**src/rtl/pipe_pkg.sv**
```systemverilog
// Shared state encoding, control-bit positions and counter width for the
// pipeline stage register and its storage slots.
package pipe_pkg;

    localparam logic [1:0] S_EMPTY = 2'd0;
    localparam logic [1:0] S_HALF  = 2'd1;
    localparam logic [1:0] S_FULL  = 2'd2;

    // Encoding equals the number of held entries, so occupancy is the state.
    typedef enum logic [1:0] {
        EMPTY = S_EMPTY,
        HALF  = S_HALF,
        FULL  = S_FULL
    } state_e;

    localparam int CTRL_MEMREAD  = 0;
    localparam int CTRL_MEMWRITE = 1;
    localparam int CTRL_REGWRITE = 2;
    localparam int CTRL_J        = 3;
    localparam int CTRL_BR       = 4;

    localparam int STALL_W = 16;

endpackage

```
**src/rtl/pipe_stage_reg_if.sv**
```systemverilog
// Valid/ready handshake bundle for the upstream and downstream sides of a
// pipeline stage; master is the traffic source/sink, slave is the stage.
interface pipe_stage_reg_if #(
    parameter int DATA_W = 32,
    parameter int CTRL_W = 5
);
    logic              in_valid;
    logic              in_ready;
    logic [CTRL_W-1:0] in_ctrl;
    logic [DATA_W-1:0] in_data;
    logic              out_valid;
    logic              out_ready;
    logic [CTRL_W-1:0] out_ctrl;
    logic [DATA_W-1:0] out_data;

    modport master (
        output in_valid, in_ctrl, in_data, out_ready,
        input  in_ready, out_valid, out_ctrl, out_data
    );

    modport slave (
        input  in_valid, in_ctrl, in_data, out_ready,
        output in_ready, out_valid, out_ctrl, out_data
    );
endinterface

```
**src/rtl/pipe_slot.sv**
```systemverilog
// One stored entry: control bits cleared on reset/clear, payload load-only.
module pipe_slot #(
    parameter int DATA_W = 32,
    parameter int CTRL_W = 5
) (
    input  logic              clk,
    input  logic              reset_n,
    input  logic              i_load,
    input  logic              i_clr,
    input  logic [CTRL_W-1:0] i_ctrl,
    input  logic [DATA_W-1:0] i_data,
    output logic [CTRL_W-1:0] o_ctrl,
    output logic [DATA_W-1:0] o_data
);

    logic [CTRL_W-1:0] r_ctrl;
    logic [DATA_W-1:0] r_data;

    always_ff @(posedge clk) begin
        if (!reset_n || i_clr) begin
            r_ctrl <= '0;
        end else if (i_load) begin
            r_ctrl <= i_ctrl;
        end
    end

    // Payload has no reset: the ctrl bits alone decide whether it matters.
    always_ff @(posedge clk) begin
        if (i_load) begin
            r_data <= i_data;
        end
    end

    assign o_ctrl = r_ctrl;
    assign o_data = r_data;

endmodule

```
**src/rtl/pipe_stage_reg.sv**
```systemverilog
// Pipeline stage register with optional two-entry skid buffer, flush squash
// and a saturating downstream-stall counter.
//
// state | meaning
// EMPTY | nothing held, output invalid
// HALF  | main slot holds the head entry
// FULL  | main holds head, skid holds the next entry; upstream blocked
module pipe_stage_reg
    import pipe_pkg::*;
#(
    parameter int DATA_W = 32,
    parameter int CTRL_W = 5,
    parameter bit SKID   = 1'b1
) (
    input  logic               clk,
    input  logic               reset_n,
    input  logic               flush,
    pipe_stage_reg_if.slave    bus,
    output logic [1:0]         occupancy,
    output logic [STALL_W-1:0] stall_cnt
);

    state_e             r_state;
    state_e             w_state_nxt;
    logic               r_in_ready;
    logic [STALL_W-1:0] r_stall_cnt;

    logic               w_in_ready;
    logic               w_out_valid;
    logic               w_accept;
    logic               w_consume;
    logic               w_main_load;
    logic               w_skid_load;
    logic               w_main_from_skid;
    logic [CTRL_W-1:0]  w_main_ctrl;
    logic [CTRL_W-1:0]  w_skid_ctrl;
    logic [CTRL_W-1:0]  w_main_ctrl_in;
    logic [DATA_W-1:0]  w_main_data;
    logic [DATA_W-1:0]  w_skid_data;
    logic [DATA_W-1:0]  w_main_data_in;

    assign w_out_valid = (r_state != EMPTY);
    assign w_in_ready  = SKID ? r_in_ready : (!w_out_valid || bus.out_ready);
    assign w_accept    = bus.in_valid && w_in_ready;
    assign w_consume   = w_out_valid && bus.out_ready;

    always_comb begin
        w_state_nxt      = r_state;
        w_main_load      = 1'b0;
        w_skid_load      = 1'b0;
        w_main_from_skid = 1'b0;
        case (r_state)
            EMPTY: begin
                if (w_accept) begin
                    w_state_nxt = HALF;
                    w_main_load = 1'b1;
                end
            end
            HALF: begin
                if (w_accept && w_consume) begin
                    w_main_load = 1'b1;
                end else if (w_accept) begin
                    w_state_nxt = FULL;
                    w_skid_load = 1'b1;
                end else if (w_consume) begin
                    w_state_nxt = EMPTY;
                end
            end
            FULL: begin
                if (w_consume) begin
                    w_state_nxt      = HALF;
                    w_main_load      = 1'b1;
                    w_main_from_skid = 1'b1;
                end
            end
            default: w_state_nxt = EMPTY;
        endcase
        // Squash wins: nothing moves, and a same-cycle accept is dropped.
        if (flush) begin
            w_state_nxt      = EMPTY;
            w_main_load      = 1'b0;
            w_skid_load      = 1'b0;
            w_main_from_skid = 1'b0;
        end
    end

    always_ff @(posedge clk) begin
        if (!reset_n) begin
            r_state    <= EMPTY;
            r_in_ready <= 1'b1;
        end else begin
            r_state    <= w_state_nxt;
            r_in_ready <= (w_state_nxt != FULL);
        end
    end

    always_ff @(posedge clk) begin
        if (!reset_n) begin
            r_stall_cnt <= '0;
        end else if (w_out_valid && !bus.out_ready && (r_stall_cnt != '1)) begin
            r_stall_cnt <= r_stall_cnt + 1'b1;
        end
    end

    assign w_main_ctrl_in = w_main_from_skid ? w_skid_ctrl : bus.in_ctrl;
    assign w_main_data_in = w_main_from_skid ? w_skid_data : bus.in_data;

    pipe_slot #(.DATA_W(DATA_W), .CTRL_W(CTRL_W)) u_main (
        .clk     (clk),
        .reset_n (reset_n),
        .i_load  (w_main_load),
        .i_clr   (flush),
        .i_ctrl  (w_main_ctrl_in),
        .i_data  (w_main_data_in),
        .o_ctrl  (w_main_ctrl),
        .o_data  (w_main_data)
    );

    generate
        if (SKID) begin : g_skid
            pipe_slot #(.DATA_W(DATA_W), .CTRL_W(CTRL_W)) u_skid (
                .clk     (clk),
                .reset_n (reset_n),
                .i_load  (w_skid_load),
                .i_clr   (flush),
                .i_ctrl  (bus.in_ctrl),
                .i_data  (bus.in_data),
                .o_ctrl  (w_skid_ctrl),
                .o_data  (w_skid_data)
            );
        end else begin : g_no_skid
            assign w_skid_ctrl = '0;
            assign w_skid_data = '0;
        end
    endgenerate

    assign bus.in_ready  = w_in_ready;
    assign bus.out_valid = w_out_valid;
    assign bus.out_ctrl  = w_out_valid ? w_main_ctrl : '0;
    assign bus.out_data  = w_main_data;
    assign occupancy     = r_state;
    assign stall_cnt     = r_stall_cnt;

endmodule

```
**src/flat_wrapper.sv**
```systemverilog
// flat-port wrapper written by rule: the top's interface ports become plain ports
module pipe_stage_reg_flat import pipe_pkg::*;
#(
    parameter int DATA_W = 32,
    parameter int CTRL_W = 5,
    parameter bit SKID   = 1'b1
)
  (clk, reset_n, flush, occupancy, stall_cnt, bus_in_valid, bus_in_ctrl, bus_in_data, bus_out_ready, bus_in_ready, bus_out_valid, bus_out_ctrl, bus_out_data);
  pipe_stage_reg_if #(.DATA_W(DATA_W), .CTRL_W(CTRL_W)) bus_i ();
  input  logic clk;
  input  logic reset_n;
  input  logic flush;
  output logic [1:0] occupancy;
  output logic [STALL_W-1:0] stall_cnt;
  input wire logic [$bits(bus_i.in_valid)-1:0] bus_in_valid;
  input wire logic [$bits(bus_i.in_ctrl)-1:0] bus_in_ctrl;
  input wire logic [$bits(bus_i.in_data)-1:0] bus_in_data;
  input wire logic [$bits(bus_i.out_ready)-1:0] bus_out_ready;
  output wire logic [$bits(bus_i.in_ready)-1:0] bus_in_ready;
  output wire logic [$bits(bus_i.out_valid)-1:0] bus_out_valid;
  output wire logic [$bits(bus_i.out_ctrl)-1:0] bus_out_ctrl;
  output wire logic [$bits(bus_i.out_data)-1:0] bus_out_data;
  assign bus_i.in_valid = bus_in_valid;
  assign bus_i.in_ctrl = bus_in_ctrl;
  assign bus_i.in_data = bus_in_data;
  assign bus_i.out_ready = bus_out_ready;
  assign bus_in_ready = bus_i.in_ready;
  assign bus_out_valid = bus_i.out_valid;
  assign bus_out_ctrl = bus_i.out_ctrl;
  assign bus_out_data = bus_i.out_data;
  pipe_stage_reg #(.DATA_W(DATA_W), .CTRL_W(CTRL_W), .SKID(SKID)) u_core (.clk(clk), .reset_n(reset_n), .flush(flush), .bus(bus_i), .occupancy(occupancy), .stall_cnt(stall_cnt));
endmodule
```
**config.mk**
```make
export PLATFORM = sky130hd
export DESIGN_NAME = pipe_stage_reg_flat
export DESIGN_NICKNAME = d
export VERILOG_FILES = /design/src/rtl/pipe_pkg.sv /design/src/rtl/pipe_stage_reg_if.sv /design/src/rtl/pipe_slot.sv /design/src/rtl/pipe_stage_reg.sv /design/src/flat_wrapper.sv
export SDC_FILE = /design/constraint.sdc
export NUM_CORES = 1
export LEC_CHECK = 0
export ABC_AREA = 0
export BUFFER_PORTS_ARGS = -buffer_cell sky130_fd_sc_hd__buf_2
export CELL_PAD_IN_SITES_DETAIL_PLACEMENT = 1
export CELL_PAD_IN_SITES_GLOBAL_PLACEMENT = 2
export CORE_ASPECT_RATIO = 0.5
export CORE_UTILIZATION = 35
export CTS_CLUSTER_DIAMETER = 80
export DETAILED_ROUTE_END_ITERATION = 8
export GPL_ROUTABILITY_DRIVEN = 0
export HOLD_SLACK_MARGIN = 0.12
export MAX_ROUTING_LAYER = met4
export PLACE_DENSITY = 0.8
export SKIP_CTS_REPAIR_TIMING = 1
export SLEW_MARGIN = 40
export SYNTH_ARGS = -nofsm -noshare
export SYNTH_HDL_FRONTEND = slang
export SYNTH_SLANG_ARGS = --single-unit
```
**constraint.sdc**
```tcl
create_clock -name clk -period 4.93 [get_ports clk]
set_input_delay 0.493 -clock clk [delete_from_list [all_inputs] [get_ports clk]]
set_output_delay 0.493 -clock clk [all_outputs]
set_load 0.01 [all_outputs]
```
; ---- Word-level counts from Yosys, hierarchy flattened
; Index checks and enable logic that the tools add are counted.
[classes]
muxes = 20
n_eq_ne = 4
addsub = 1
n_reduce_logical = 10
[op_table]
columns = cell, count
row1 = 32-bit two-way mux, 1
row2 = "16-bit by 1-bit adder with 16-bit output, second input constant", 1
row3 = "16-bit != test, second input constant", 1
row4 = 2-bit two-way mux, 6
row5 = 5-bit two-way mux, 2
row6 = 1-bit two-way mux, 9
row7 = 2-bit one-hot mux with 3 select lines, 1
row8 = 1-bit logical AND, 5
row9 = 1-bit one-hot mux with 3 select lines, 1
row10 = "2-bit by 1-bit equality test with 1-bit output, second input constant", 1
row11 = "2-bit equality test, second input constant", 1
row12 = 1-bit logical NOT, 2
row13 = 2-bit logical NOT, 1
row14 = "2-bit != test, second input constant", 1
row15 = 2-bit nonzero test, 1
row16 = 1-bit logical OR, 1
[totals]
register_bits = 93
output_inout_bits = 57
wordCells = 42
inputBits = 42

; ---- Depth between registers and ports, before layout
[depth]
word_depth = 8
mapped_depth = 6

; ---- By module
; From an unflattened synthesis, not the netlist that was laid out.
[unflattened]
cells_unflattened = 270
hier_area_um2 = 3798.6
[by_module_without_submodules]
columns = mod, cells_per_inst, instances, area_each_um2, seq_area_each_um2
row1 = pipe_slot, 49, 2, 1147.4, 1061.0
row2 = pipe_stage_reg, 172, 1, 1503.9, 380.4

; ---- Worst setup path before layout
; No wires, ideal clock.
[synth_timing]
path_kind = input to register
start = input port bus_out_ready
end = register u_core.u_main.r_data[0], in the netlist u_core.u_main.o_data[0] (enable)
path_slack_ns = 2.416
n_path_buf = 1
t_arrival_ns = 2.110
stages = 4
setup_time_ns = 0.404
cell_sequence = and2b_1 o31ai_4 and2_1 clkbuf_1
[synth_via]
elab_chain_len = 5
[synth_rtl]
columns = item, line
row1 = start: declaration, flat_wrapper.sv:18  ; input wire logic [$bits(bus_i.out_ready)-1:0] bus_out_ready;
row2 = 1-bit logical AND *, pipe_stage_reg.sv:45  ; assign w_consume = w_out_valid && bus.out_ready;
row3 = 1-bit logical AND, pipe_stage_reg.sv:60  ; if (w_accept && w_consume) begin
row4 = 1-bit two-way mux, pipe_stage_reg.sv:60
row5 = 1-bit one-hot mux with 3 select lines *, pipe_stage_reg.sv:52  ; case (r_state)
row6 = 1-bit two-way mux *, pipe_stage_reg.sv:79  ; if (flush) begin
row7 = via u_core.u_main.i_load, pipe_slot.sv:8  ; input logic i_load,
row8 = end signal: assignment, pipe_slot.sv:30  ; r_data <= i_data;
row9 = end: declaration, pipe_slot.sv:17  ; logic [DATA_W-1:0] r_data;
; Mark *: on every way through the listed nets, which the timed path passes. The rest lies on a longest branch.
; A chain may end at the register's enable or synchronous reset.

; ---- Worst setup path after layout
[layout_timing]
start = register u_core.r_state[1], in the netlist u_core.occupancy[1]
end = register u_core.u_main.r_data[9], in the netlist u_core.u_main.o_data[9] (data pin)
[layout_via]
elab_chain_len = 6
[layout_rtl]
columns = item, line
row1 = start: declaration, pipe_stage_reg.sv:23  ; state_e r_state;
row2 = start signal: assignment, pipe_stage_reg.sv:92  ; r_state <= w_state_nxt;
row3 = 2-bit nonzero test, pipe_stage_reg.sv:42  ; assign w_out_valid = (r_state != EMPTY);
row4 = 1-bit logical AND, pipe_stage_reg.sv:45
row5 = 1-bit two-way mux, pipe_stage_reg.sv:70  ; if (w_consume) begin
row6 = 1-bit two-way mux *, pipe_stage_reg.sv:52
row7 = 1-bit two-way mux *, pipe_stage_reg.sv:79
row8 = 32-bit two-way mux *, pipe_stage_reg.sv:106  ; assign w_main_data_in = w_main_from_skid ? w_skid_data : bus.in_data;
row9 = via u_core.u_main.i_data[9], pipe_slot.sv:11  ; input logic [DATA_W-1:0] i_data,
; Marks and branches as above.

==> summary.md <==
| Metric | Value |
|---|---|
| Total die area | `0.0113 mm2` |
| Outcome | `completed` |
| Async SR Flop Fraction | `0%` |
| Max IR drop VDD | `186 uV` |
| IO Port Bufs | `98` |
| Main synth FF type | `edfxtp_1` |
| Leading cell type in the layout, fill and taps excluded | `buf_2` |
| Tightest Pin Transition | `0.481 ns` |
| Critical Path End Type | `flip-flop` |
| Crit path cell chain | `nor4bb_4 -> buf_4 -> buf_4 -> mux2_2` |
| WL final | `8120 um` |
| Detailed-router iteration count before antenna repair | `4` |
| Initial Util | `36.5%` |
| Area delta synth->final | `24.8%` |
| CTS tree | `yes` |
| Synth top area share | `50.7%` |
| Core Area | `0.0104 mm2` |
| Root buf cell | `clkbuf_16` |
| Die Y | `75.6 um` |
| Chip width | `149 um` |
| Vias | `2514` |
| DR DRC count | `0` |
| GRT Overall Usage | `15.7%` |
| RSZ-0062 raised after global routing | `no` |
| Final setup violation count | `0` |
| Seq/Total Area, Yosys | `66.0%` |
| Cells after Synth | `262` |
| N_diodes | `0` |
| H-tree depth | `3` |
| Fin. Hold Viols | `0` |
| Number of I/O pins | `99` |
| Fmax | `489 MHz` |
| CP peak stage delay | `0.58 ns` |
| Grt ovf | `0` |
| Clock Skew | `0.00557 ns` |
| Initial DRC count | `87` |
| WP data arrival | `2.14 ns` |
| Detailed Place HPWL | `5810 um` |
| Multi-input logic area | `0.00122 mm2` |
| Pre-CTS setup slack | `2.51 ns` |
| HP Class | `in -> reg` |
| TNS Setup | `0 ns` |
| Global-route wire length before repair | `12900 um` |
| Startpoint Class | `flip-flop` |
| Synth Cell Area | `0.00379 mm2` |
| Final Cell Area | `0.00473 mm2` |
| Tot Pwr | `1.60 mW` |
| Fin crit share | `41.5%` |
| Register area | `0.00250 mm2` |
| Clock Sinks | `93` |
| CP max stage cell | `dfxtp_1` |
| Fin crit period | `2.05 ns` |
| Reg clk slew, reported paths | `0.07 ns` |
| CP Class | `reg -> reg` |
| Count of cell types in the netlist | `44` |
| Final hold slack | `0.340 ns` |
| Commonest cells after routing, fill and taps aside | `buf_2, edfxtp_1, mux2_2` |
| Share of layout cells above drive strength 1 | `43.0%` |
| Relative slew slack | `67.9%` |
| Synth area leaders | `edfxtp_1, dfxtp_1, mux2_2, mux2i_1, a21oi_1` |
| Max Transition Viols Final | `0` |
| CP required | `5.02 ns` |
| Routed len/inst | `15.9 um` |
| Number of vias per cell | `4.93` |
| Final ANT Viol Nets | `0` |
| Final WS setup | `2.88 ns` |
| #FFs+latches synth | `93` |
| Cell Rows | `26` |
| Initial antenna violation count | `0` |
| Vias in the first global route | `2590` |
| Final nets | `408` |
| Bufs on Longest Clock Path | `2` |
| Mean Syn Cell Area | `14.5 um2` |
| Area leader, netlist | `edfxtp_1` |
| Leak Pwr | `1.82 nW` |
| Most frequent CP cell | `buf_4` |
| P per Cell Area | `338 mW/mm2` |
| Max Cap Violations | `0` |
| Synth warnings | `0` |
| Critical path fanouts, max | `24` |
| Syn nets | `305` |
| Number of synthesized flops with an enable pin | `64` |
| Total CTS buffers | `9` |
| DP Area | `0.00445 mm2` |
| Fill count | `1121` |
| Largest net degree at the start of global routing | `37` |
| Clk_lat worst skew | `0.34 ns` |
[final cells by class]
type                       count  area share, %
sequential                    93           52.9
multi-input combinational    152           25.9
timing repair buffer         102           11.0
clock buffer                   9           4.76
tap                          140           3.70
clock inverter                 7           1.16
inverter                       7          0.556
[cells by family (layout without fill, tap and decap cells)]
group / count (synthesis) / in the layout / synth area share (%)
DFF: 93 / 93 / 66.0
buffers and inverters: 17 / 125 / 2.15
adders and majority gates: 1 / 1 / 0.330
and+or+nand+nor: 67 / 67 / 10.8
xor gates and xnor gates: 1 / 1 / 0.231
muxes: 49 / 49 / 14.0
AOI/OAI and AO/OA: 34 / 34 / 6.44
[metrics by stage]
step | util [%] | cells
finish | 45.6 | 510
global placement | 42.7 | 492
floorplan | - | 262
global route | 45.6 | 510
detailed placement | 42.9 | 494
CTS | 45.6 | 510
[report_power, final]
part / total, mW / switching [mW] / internal (mW)
Sequential: 0.860 / 0.00679 / 0.853
Clock: 0.652 / 0.304 / 0.348
Combinational: 0.0876 / 0.0476 / 0.0400
[final timing paths]
| check | startpoint | endpoint | slack [ns] | cells after the start |
|---|---|---|---|---|
| worst max-delay path | u_core.occupancy[1]$_SDFF_PN0_ | u_core.u_main.o_data[9]$_DFFE_PP_ | 2.88 | 4 |
| worst min-delay path | bus_in_data[27] | u_core.g_skid.u_skid.o_data[27]$_DFFE_PP_ | 0.34 | 1 |
| worst max register to register | u_core.occupancy[1]$_SDFF_PN0_ | u_core.u_main.o_data[9]$_DFFE_PP_ | 2.88 | 4 |
| worst min register to register | u_core.stall_cnt[15]$_SDFFE_PN0P_ | u_core.stall_cnt[15]$_SDFFE_PN0P_ | 0.50 | 2 |
[state kept, by name, summed over array words and instances (netlist names)]
name                         count
u_core.occupancy                 2
u_core.u_main.o_ctrl             5
u_core.bus.in_ready              1
u_core.g_skid.u_skid.o_data     32
u_core.g_skid.u_skid.o_ctrl      5
u_core.u_main.o_data            32
u_core.stall_cnt                16
[synthesized netlist by cell type, drive strengths merged (2+ instances only)]
library cell and number:
mux2i 17, inv 7, or3 4, edfxtp 64
nand2b 2, buf 6, dfxtp 29, a21oi 13
o21ai 4, or4 4, and4 2, mux2 32
nand4 6, o31ai 6, a211oi 6, nand2 11
nor2b 5, clkbuf 4, nand3 6, and3 3
nor4 2, nor3 4, nor2 12
[routing by layer]
layer,track usage [%],up-vias,wire length [um],part of all wire (%)
met3,3.77,10,295,3.6
met2,29.0,45,4240,52
met4,5.44,0,102,1.3
met5,-,-,0,0
li1,-,1216,-,-
met1,16.8,1243,3480,43
[worst max-delay path: cells and delay by family (launching register included)]
kind	cells	cell delay, ns
flops	1	0.58
buf+inv	2	0.57
mux	1	0.38
simple gates	1	0.27
(Power assumes the default switching activity.)
